## config.mk

```make
export PLATFORM = sky130hd
export DESIGN_NAME = axi4_lite_master
export DESIGN_NICKNAME = d
export VERILOG_FILES = /design/src/rtl/axi4_lite_master.sv
export SDC_FILE = /design/constraint.sdc
export NUM_CORES = 1
export LEC_CHECK = 0
export ABC_AREA = 1
export BUFFER_PORTS_ARGS = -buffer_cell sky130_fd_sc_hd__buf_2
export CELL_PAD_IN_SITES_DETAIL_PLACEMENT = 0
export CELL_PAD_IN_SITES_GLOBAL_PLACEMENT = 1
export CORE_ASPECT_RATIO = 0.8
export CORE_MARGIN = 5
export CORE_UTILIZATION = 38
export CTS_CLUSTER_DIAMETER = 120
export CTS_CLUSTER_SIZE = 16
export DETAILED_ROUTE_END_ITERATION = 8
export PLACE_DENSITY_LB_ADDON = 0.1
export SYNTH_ARGS = -nofsm -noshare
export SYNTH_HDL_FRONTEND = slang
export SYNTH_SLANG_ARGS = --single-unit
```

## constraint.sdc

```tcl
create_clock -name clk -period 4.04 [get_ports clk]
set_input_delay 0.404 -clock clk [delete_from_list [all_inputs] [get_ports clk]]
set_output_delay 0.404 -clock clk [all_outputs]
set_load 0.01 [all_outputs]
```

## src/rtl/axi4_lite_master.sv

```systemverilog
// rtl/axi4_lite_master.sv - single-outstanding AXI4-Lite initiator with stall watchdog
module axi4_lite_master #(
  parameter int ADDR_WIDTH     = 32,
  parameter int DATA_WIDTH     = 32,
  parameter int TIMEOUT_CYCLES = 1024
) (
  input  logic                    clk,
  input  logic                    rst_n,
  input  logic                    cmd_valid,
  output logic                    cmd_ready,
  input  logic                    cmd_write,
  input  logic [ADDR_WIDTH-1:0]   cmd_addr,
  input  logic [DATA_WIDTH-1:0]   cmd_wdata,
  input  logic [DATA_WIDTH/8-1:0] cmd_wstrb,
  output logic                    rsp_valid,
  input  logic                    rsp_ready,
  output logic                    rsp_write,
  output logic [DATA_WIDTH-1:0]   rsp_rdata,
  output logic [1:0]              rsp_resp,
  output logic                    busy_o,
  output logic                    timeout_o,
  output logic [ADDR_WIDTH-1:0]   m_axi_awaddr,
  output logic                    m_axi_awvalid,
  input  logic                    m_axi_awready,
  output logic [DATA_WIDTH-1:0]   m_axi_wdata,
  output logic [DATA_WIDTH/8-1:0] m_axi_wstrb,
  output logic                    m_axi_wvalid,
  input  logic                    m_axi_wready,
  input  logic [1:0]              m_axi_bresp,
  input  logic                    m_axi_bvalid,
  output logic                    m_axi_bready,
  output logic [ADDR_WIDTH-1:0]   m_axi_araddr,
  output logic                    m_axi_arvalid,
  input  logic                    m_axi_arready,
  input  logic [DATA_WIDTH-1:0]   m_axi_rdata,
  input  logic [1:0]              m_axi_rresp,
  input  logic                    m_axi_rvalid,
  output logic                    m_axi_rready
);

  localparam logic [2:0] ST_IDLE = 3'd0;
  localparam logic [2:0] ST_WR   = 3'd1;
  localparam logic [2:0] ST_WB   = 3'd2;
  localparam logic [2:0] ST_RA   = 3'd3;
  localparam logic [2:0] ST_RD   = 3'd4;
  localparam logic [2:0] ST_RSP  = 3'd5;

  localparam int CW = (TIMEOUT_CYCLES > 0) ? $clog2(TIMEOUT_CYCLES + 1) : 1;
  localparam logic [CW-1:0] TMAX = CW'(TIMEOUT_CYCLES);

  logic [2:0]              state_q, state_d;
  logic [ADDR_WIDTH-1:0]   awaddr_q, awaddr_d, araddr_q, araddr_d;
  logic [DATA_WIDTH-1:0]   wdata_q, wdata_d, rsp_rdata_q, rsp_rdata_d;
  logic [DATA_WIDTH/8-1:0] wstrb_q, wstrb_d;
  logic                    awvalid_q, awvalid_d, wvalid_q, wvalid_d;
  logic                    bready_q, bready_d, arvalid_q, arvalid_d;
  logic                    rready_q, rready_d, rsp_valid_q, rsp_valid_d;
  logic                    rsp_write_q, rsp_write_d, timeout_q, timeout_d;
  logic [1:0]              rsp_resp_q, rsp_resp_d;
  logic [CW-1:0]           cnt_q, cnt_d;
  logic                    aw_hs, w_hs, b_hs, ar_hs, r_hs, wd_active;

  assign aw_hs = awvalid_q & m_axi_awready;
  assign w_hs  = wvalid_q & m_axi_wready;
  assign b_hs  = bready_q & m_axi_bvalid;
  assign ar_hs = arvalid_q & m_axi_arready;
  assign r_hs  = rready_q & m_axi_rvalid;
  assign wd_active = (state_q == ST_WR) || (state_q == ST_WB) ||
                     (state_q == ST_RA) || (state_q == ST_RD);

  always_comb begin
    state_d     = state_q;
    awaddr_d    = awaddr_q;
    araddr_d    = araddr_q;
    wdata_d     = wdata_q;
    wstrb_d     = wstrb_q;
    awvalid_d   = awvalid_q;
    wvalid_d    = wvalid_q;
    bready_d    = bready_q;
    arvalid_d   = arvalid_q;
    rready_d    = rready_q;
    rsp_valid_d = rsp_valid_q;
    rsp_write_d = rsp_write_q;
    rsp_rdata_d = rsp_rdata_q;
    rsp_resp_d  = rsp_resp_q;
    timeout_d   = timeout_q;
    cnt_d       = cnt_q;

    case (state_q)
      ST_IDLE: begin
        if (cmd_valid) begin
          timeout_d = 1'b0;
          cnt_d     = '0;
          if (cmd_write) begin
            awaddr_d  = cmd_addr;
            wdata_d   = cmd_wdata;
            wstrb_d   = cmd_wstrb;
            awvalid_d = 1'b1;
            wvalid_d  = 1'b1;
            state_d   = ST_WR;
          end else begin
            araddr_d  = cmd_addr;
            arvalid_d = 1'b1;
            state_d   = ST_RA;
          end
        end
      end
      ST_WR: begin
        // AW and W retire independently; a channel whose valid is low has already completed
        if (aw_hs) awvalid_d = 1'b0;
        if (w_hs)  wvalid_d  = 1'b0;
        if ((!awvalid_q || m_axi_awready) && (!wvalid_q || m_axi_wready)) begin
          bready_d = 1'b1;
          state_d  = ST_WB;
        end
      end
      ST_WB: begin
        if (m_axi_bvalid) begin
          bready_d    = 1'b0;
          rsp_resp_d  = m_axi_bresp;
          rsp_rdata_d = '0;
          rsp_write_d = 1'b1;
          rsp_valid_d = 1'b1;
          state_d     = ST_RSP;
        end
      end
      ST_RA: begin
        if (m_axi_arready) begin
          arvalid_d = 1'b0;
          rready_d  = 1'b1;
          state_d   = ST_RD;
        end
      end
      ST_RD: begin
        if (m_axi_rvalid) begin
          rready_d    = 1'b0;
          rsp_rdata_d = m_axi_rdata;
          rsp_resp_d  = m_axi_rresp;
          rsp_write_d = 1'b0;
          rsp_valid_d = 1'b1;
          state_d     = ST_RSP;
        end
      end
      ST_RSP: begin
        if (rsp_ready) begin
          rsp_valid_d = 1'b0;
          state_d     = ST_IDLE;
        end
      end
      default: state_d = ST_IDLE;
    endcase

    if (wd_active) begin
      if (aw_hs || w_hs || b_hs || ar_hs || r_hs) cnt_d = '0;
      else if (cnt_q != TMAX) cnt_d = cnt_q + CW'(1);
      if ((TIMEOUT_CYCLES != 0) && (cnt_d == TMAX)) timeout_d = 1'b1;
    end
  end

  always_ff @(posedge clk or negedge rst_n) begin
    if (!rst_n) begin
      state_q     <= ST_IDLE;
      awaddr_q    <= '0;
      araddr_q    <= '0;
      wdata_q     <= '0;
      wstrb_q     <= '0;
      awvalid_q   <= 1'b0;
      wvalid_q    <= 1'b0;
      bready_q    <= 1'b0;
      arvalid_q   <= 1'b0;
      rready_q    <= 1'b0;
      rsp_valid_q <= 1'b0;
      rsp_write_q <= 1'b0;
      rsp_rdata_q <= '0;
      rsp_resp_q  <= '0;
      timeout_q   <= 1'b0;
      cnt_q       <= '0;
    end else begin
      state_q     <= state_d;
      awaddr_q    <= awaddr_d;
      araddr_q    <= araddr_d;
      wdata_q     <= wdata_d;
      wstrb_q     <= wstrb_d;
      awvalid_q   <= awvalid_d;
      wvalid_q    <= wvalid_d;
      bready_q    <= bready_d;
      arvalid_q   <= arvalid_d;
      rready_q    <= rready_d;
      rsp_valid_q <= rsp_valid_d;
      rsp_write_q <= rsp_write_d;
      rsp_rdata_q <= rsp_rdata_d;
      rsp_resp_q  <= rsp_resp_d;
      timeout_q   <= timeout_d;
      cnt_q       <= cnt_d;
    end
  end

  assign cmd_ready     = (state_q == ST_IDLE);
  assign busy_o        = (state_q != ST_IDLE);
  assign timeout_o     = timeout_q;
  assign rsp_valid     = rsp_valid_q;
  assign rsp_write     = rsp_write_q;
  assign rsp_rdata     = rsp_rdata_q;
  assign rsp_resp      = rsp_resp_q;
  assign m_axi_awaddr  = awaddr_q;
  assign m_axi_awvalid = awvalid_q;
  assign m_axi_wdata   = wdata_q;
  assign m_axi_wstrb   = wstrb_q;
  assign m_axi_wvalid  = wvalid_q;
  assign m_axi_bready  = bready_q;
  assign m_axi_araddr  = araddr_q;
  assign m_axi_arvalid = arvalid_q;
  assign m_axi_rready  = rready_q;

endmodule
```

==> flow_metrics.tcl <==
set metrics [dict create \
    netSwitchingPower_mw 2.57 \
    antenna_found_initial 1 \
    drc 0 \
    clk_pin_slew_ns 0.06 \
    grt_max_degree 108 \
    power_density_nw_per_um2 783 \
    critical_path.most_common_cell "nand2_1" \
    fin_skew_ns 0.00881 \
    yosys_warnings 0 \
    seqPwrFrac 0.390 \
    synth-async-reset-ratio 1.00 \
    drive_above_1_share 0.310 \
    tightest_slew_ns 1.05 \
    drtPass1Iterations 4 \
    die_area_um2 19800 \
    io_pins 258 \
    vdd_drop_max_v 0.000311 \
    switching_share 0.384 \
    p_total_mw 6.67 \
    r2r_end "m_axi_wstrb[0]$_DFFE_PN0P_" \
    start_util 0.389 \
    cts_max_path_buffers 2 \
    fin_crit_ns 2.21 \
    critPathLaunchType "flop" \
    dp_cells 1196 \
    slew_violations 0 \
    synth_ff_type "dfrtp_1" \
    fillers 1634 \
    pwr-share-comb 0.368 \
    clk_latency_ns 0.42 \
    synth_seq_cells 156 \
    cts.sinks 156 \
    grt_pass1_vias 5474 \
    yosys.area.top_type "dfrtp_1" \
    startpoint "state_q[1]$_DFFE_PN0P_" \
    syn_area_um2 6490 \
    cts-resized-gates 0 \
    grt_pass1_wl_mm 29.1 \
    tns_ns 0 \
    cts_tree "built" \
    fin_cells 1228 \
    p_int_mw 4.11 \
    critPathCaptureType "flop" \
    drtIter0Drc 341 \
    cts_buffers 17 \
    critical_path.cell_chain "nor2_2 > nand3_2 > inv_1 > nand2_4 > inv_2 > nand2_1 > nand2_1" \
    die_w_um 156 \
    maxCapViolCount 0 \
    postRouteAntennaNets 0 \
    avgViaCountPerCell 4.57 \
    path_max_fanout 41 \
    fmax_ghz 0.453 \
    synth_most_common_cell "nand2_1" \
    htreeDepth 4 \
    outcome "completed" \
    r2r_cells 7 \
    finalWorstSetupSlack_ns 1.83 \
    row_count 42 \
    p_leak_nw 4.90 \
    pwr-share-clk 0.242 \
    postCtsSetupRepairBufs 0 \
    synthTopCellsByCount "nand2_1 (294), dfrtp_1 (156), o21ai_0 (74), nand3_1 (63), inv_1 (58)" \
    hold_buffers 0 \
    nets 1111 \
    avgSynthCellArea_um2 8.67 \
    synth_cell_type_count 30 \
    worstSetupPathType "reg -> reg" \
    finalSetupViolCount 0 \
    overflow 0 \
    dpl_worst_slack_ns 1.77 \
    synth_area_leaders "dfrtp_1 (60%), nand2_1 (17%), o21ai_0 (5.7%)" \
    wirelength_mm 18.2 \
    finalCoreUtilization 0.512 \
    portBuffers 257 \
    dp_hpwl_mm 13.1 \
    reg2reg_from "state_q[1]$_DFFE_PN0P_" \
    root_buffer "clkbuf_16" \
    multi_input_area_um2 2180 \
    synth_seq_area_share 0.602 \
    track_usage 0.186 \
    rsz0062_at_grt "no" \
    rrSetupSlack_ns 1.83 \
    critical_path_arrival_ns 2.56 \
    core_um2 16700 \
    gp_congestion 0.791 \
    final_hold_viol_count 0 \
    cp.required_ns 4.39 \
    area_growth_pct 31.4 \
    hold_path.class "in -> async" \
    crit_path_top_delay_cell "inv_2" \
    cp_slowest_stage_delay_ns 0.55 \
    dr_total_vias 5612 \
    seqCellArea_um2 3900 \
    die_h_um 127 \
    synthCells 748 \
    synth_fp_nets 864 \
    wl_per_cell_um 14.8 \
    endpoint "m_axi_wstrb[0]$_DFFE_PN0P_" \
    relSlewSlack 0.295 \
    yosysTopAreaCellShare 0.602 \
    synth-edff-count 0 \
    period_share 0.547 \
]
## worst max-delay path, delay by kind of cell (launching register included)
| family | cells | cell delay (ns) |
|---|---|---|
| flip-flops | 1 | 0.42 |
| buffers and inverters | 2 | 0.77 |
| AND/OR/NAND/NOR | 5 | 0.93 |
## flip-flops by register name, summed over array words and instances, names as in the netlist
signal	count
cnt_q	11
m_axi_araddr	32
m_axi_arvalid	1
m_axi_awaddr	32
m_axi_awvalid	1
m_axi_bready	1
m_axi_rready	1
m_axi_wdata	32
m_axi_wstrb	4
m_axi_wvalid	1
rsp_rdata	32
rsp_resp	2
rsp_valid	1
rsp_write	1
state_q	3
timeout_o	1
## kinds of logic (layout without fill, tap and decap cells)
kind of cell / count (synthesis) / count (layout) / share of synthesized area
other: 0 / 1 / 0
flip-flops: 156 / 156 / 0.602
AO/OA/AOI/OAI: 90 / 90 / 0.0754
AND/OR/NAND/NOR: 401 / 401 / 0.253
XOR/XNOR: 2 / 2 / 0.00270
adder cells (fa/ha/maj): 2 / 2 / 0.00386
buffers and inverters: 97 / 356 / 0.0631
## metrics by stage
step	area [um^2]	hold slack, ns
final	8520	0.107
after global routing	8520	0.153
after CTS	8520	0.148
after detailed placement	7920	0.459
after global placement	7920	0.454
after floorplan	6490	0.108
## cell type report
cell class / instances / area share
timing repair buffer: 261 / 0.155
clock inverter: 13 / 0.0198
tap: 220 / 0.0323
multi-input combinational: 495 / 0.256
inverter: 64 / 0.0282
clock buffer: 18 / 0.0504
sequential: 156 / 0.458
antenna: 1 / 0.000294
## cells in the final DEF (no fill, tap or decap), drive strengths merged, types with 2 or more instances in the layout
| cell type | Yosys | routed |
|---|---|---|
| o31ai | 3 | 3 |
| nand2 | 298 | 298 |
| o32ai | 2 | 2 |
| xor2 | 2 | 2 |
| nor3 | 2 | 2 |
| inv | 63 | 64 |
| buf | 21 | 261 |
| o21ai | 79 | 79 |
| nand3 | 65 | 65 |
| nand4 | 3 | 3 |
| a21oi | 2 | 2 |
| clkinv | 1 | 6 |
| clkinvlp | 0 | 4 |
| ha | 2 | 2 |
| o211ai | 2 | 2 |
| bufinv | 0 | 3 |
| nor2 | 31 | 31 |
| clkbuf | 12 | 18 |
| dfrtp | 156 | 156 |
## routing by layer
metal | vias to the layer above | track usage | wire length, um
met2 | 170 | 0.282 | 8350
met3 | 18 | 0.0756 | 1700
met5 | - | 0 | 7
met1 | 2566 | 0.247 | 7940
met4 | 2 | 0.0510 | 197
li1 | 2856 | - | -
## power groups by stage
stage                     sequential [mW]  clock (mW)  combinational (mW)
after floorplan                      2.92           0                1.12
after global placement               2.61           0                2.51
after detailed placement             2.61           0                2.52
after CTS                            2.60        1.66                2.52
after global routing                 2.69        1.73                2.77
final                                2.60        1.62                2.46
## worst min path at each step
stage / endpoint / cells past startpoint / slack, ns
finish: m_axi_awaddr[16]$_DFFE_PN0P_ / 1 / 0.11
floorplan: cnt_q[0]$_DFF_PN0_ / 0 / 0.11
global route: m_axi_wdata[18]$_DFFE_PN0P_ / 3 / 0.15
detailed placement: rsp_rdata[3]$_DFFE_PN0P_ / 2 / 0.46
CTS: m_axi_awaddr[16]$_DFFE_PN0P_ / 1 / 0.15
global placement: rsp_valid$_DFFE_PN0P_ / 2 / 0.45
Note: power is estimated with default switching activity, not from simulation.
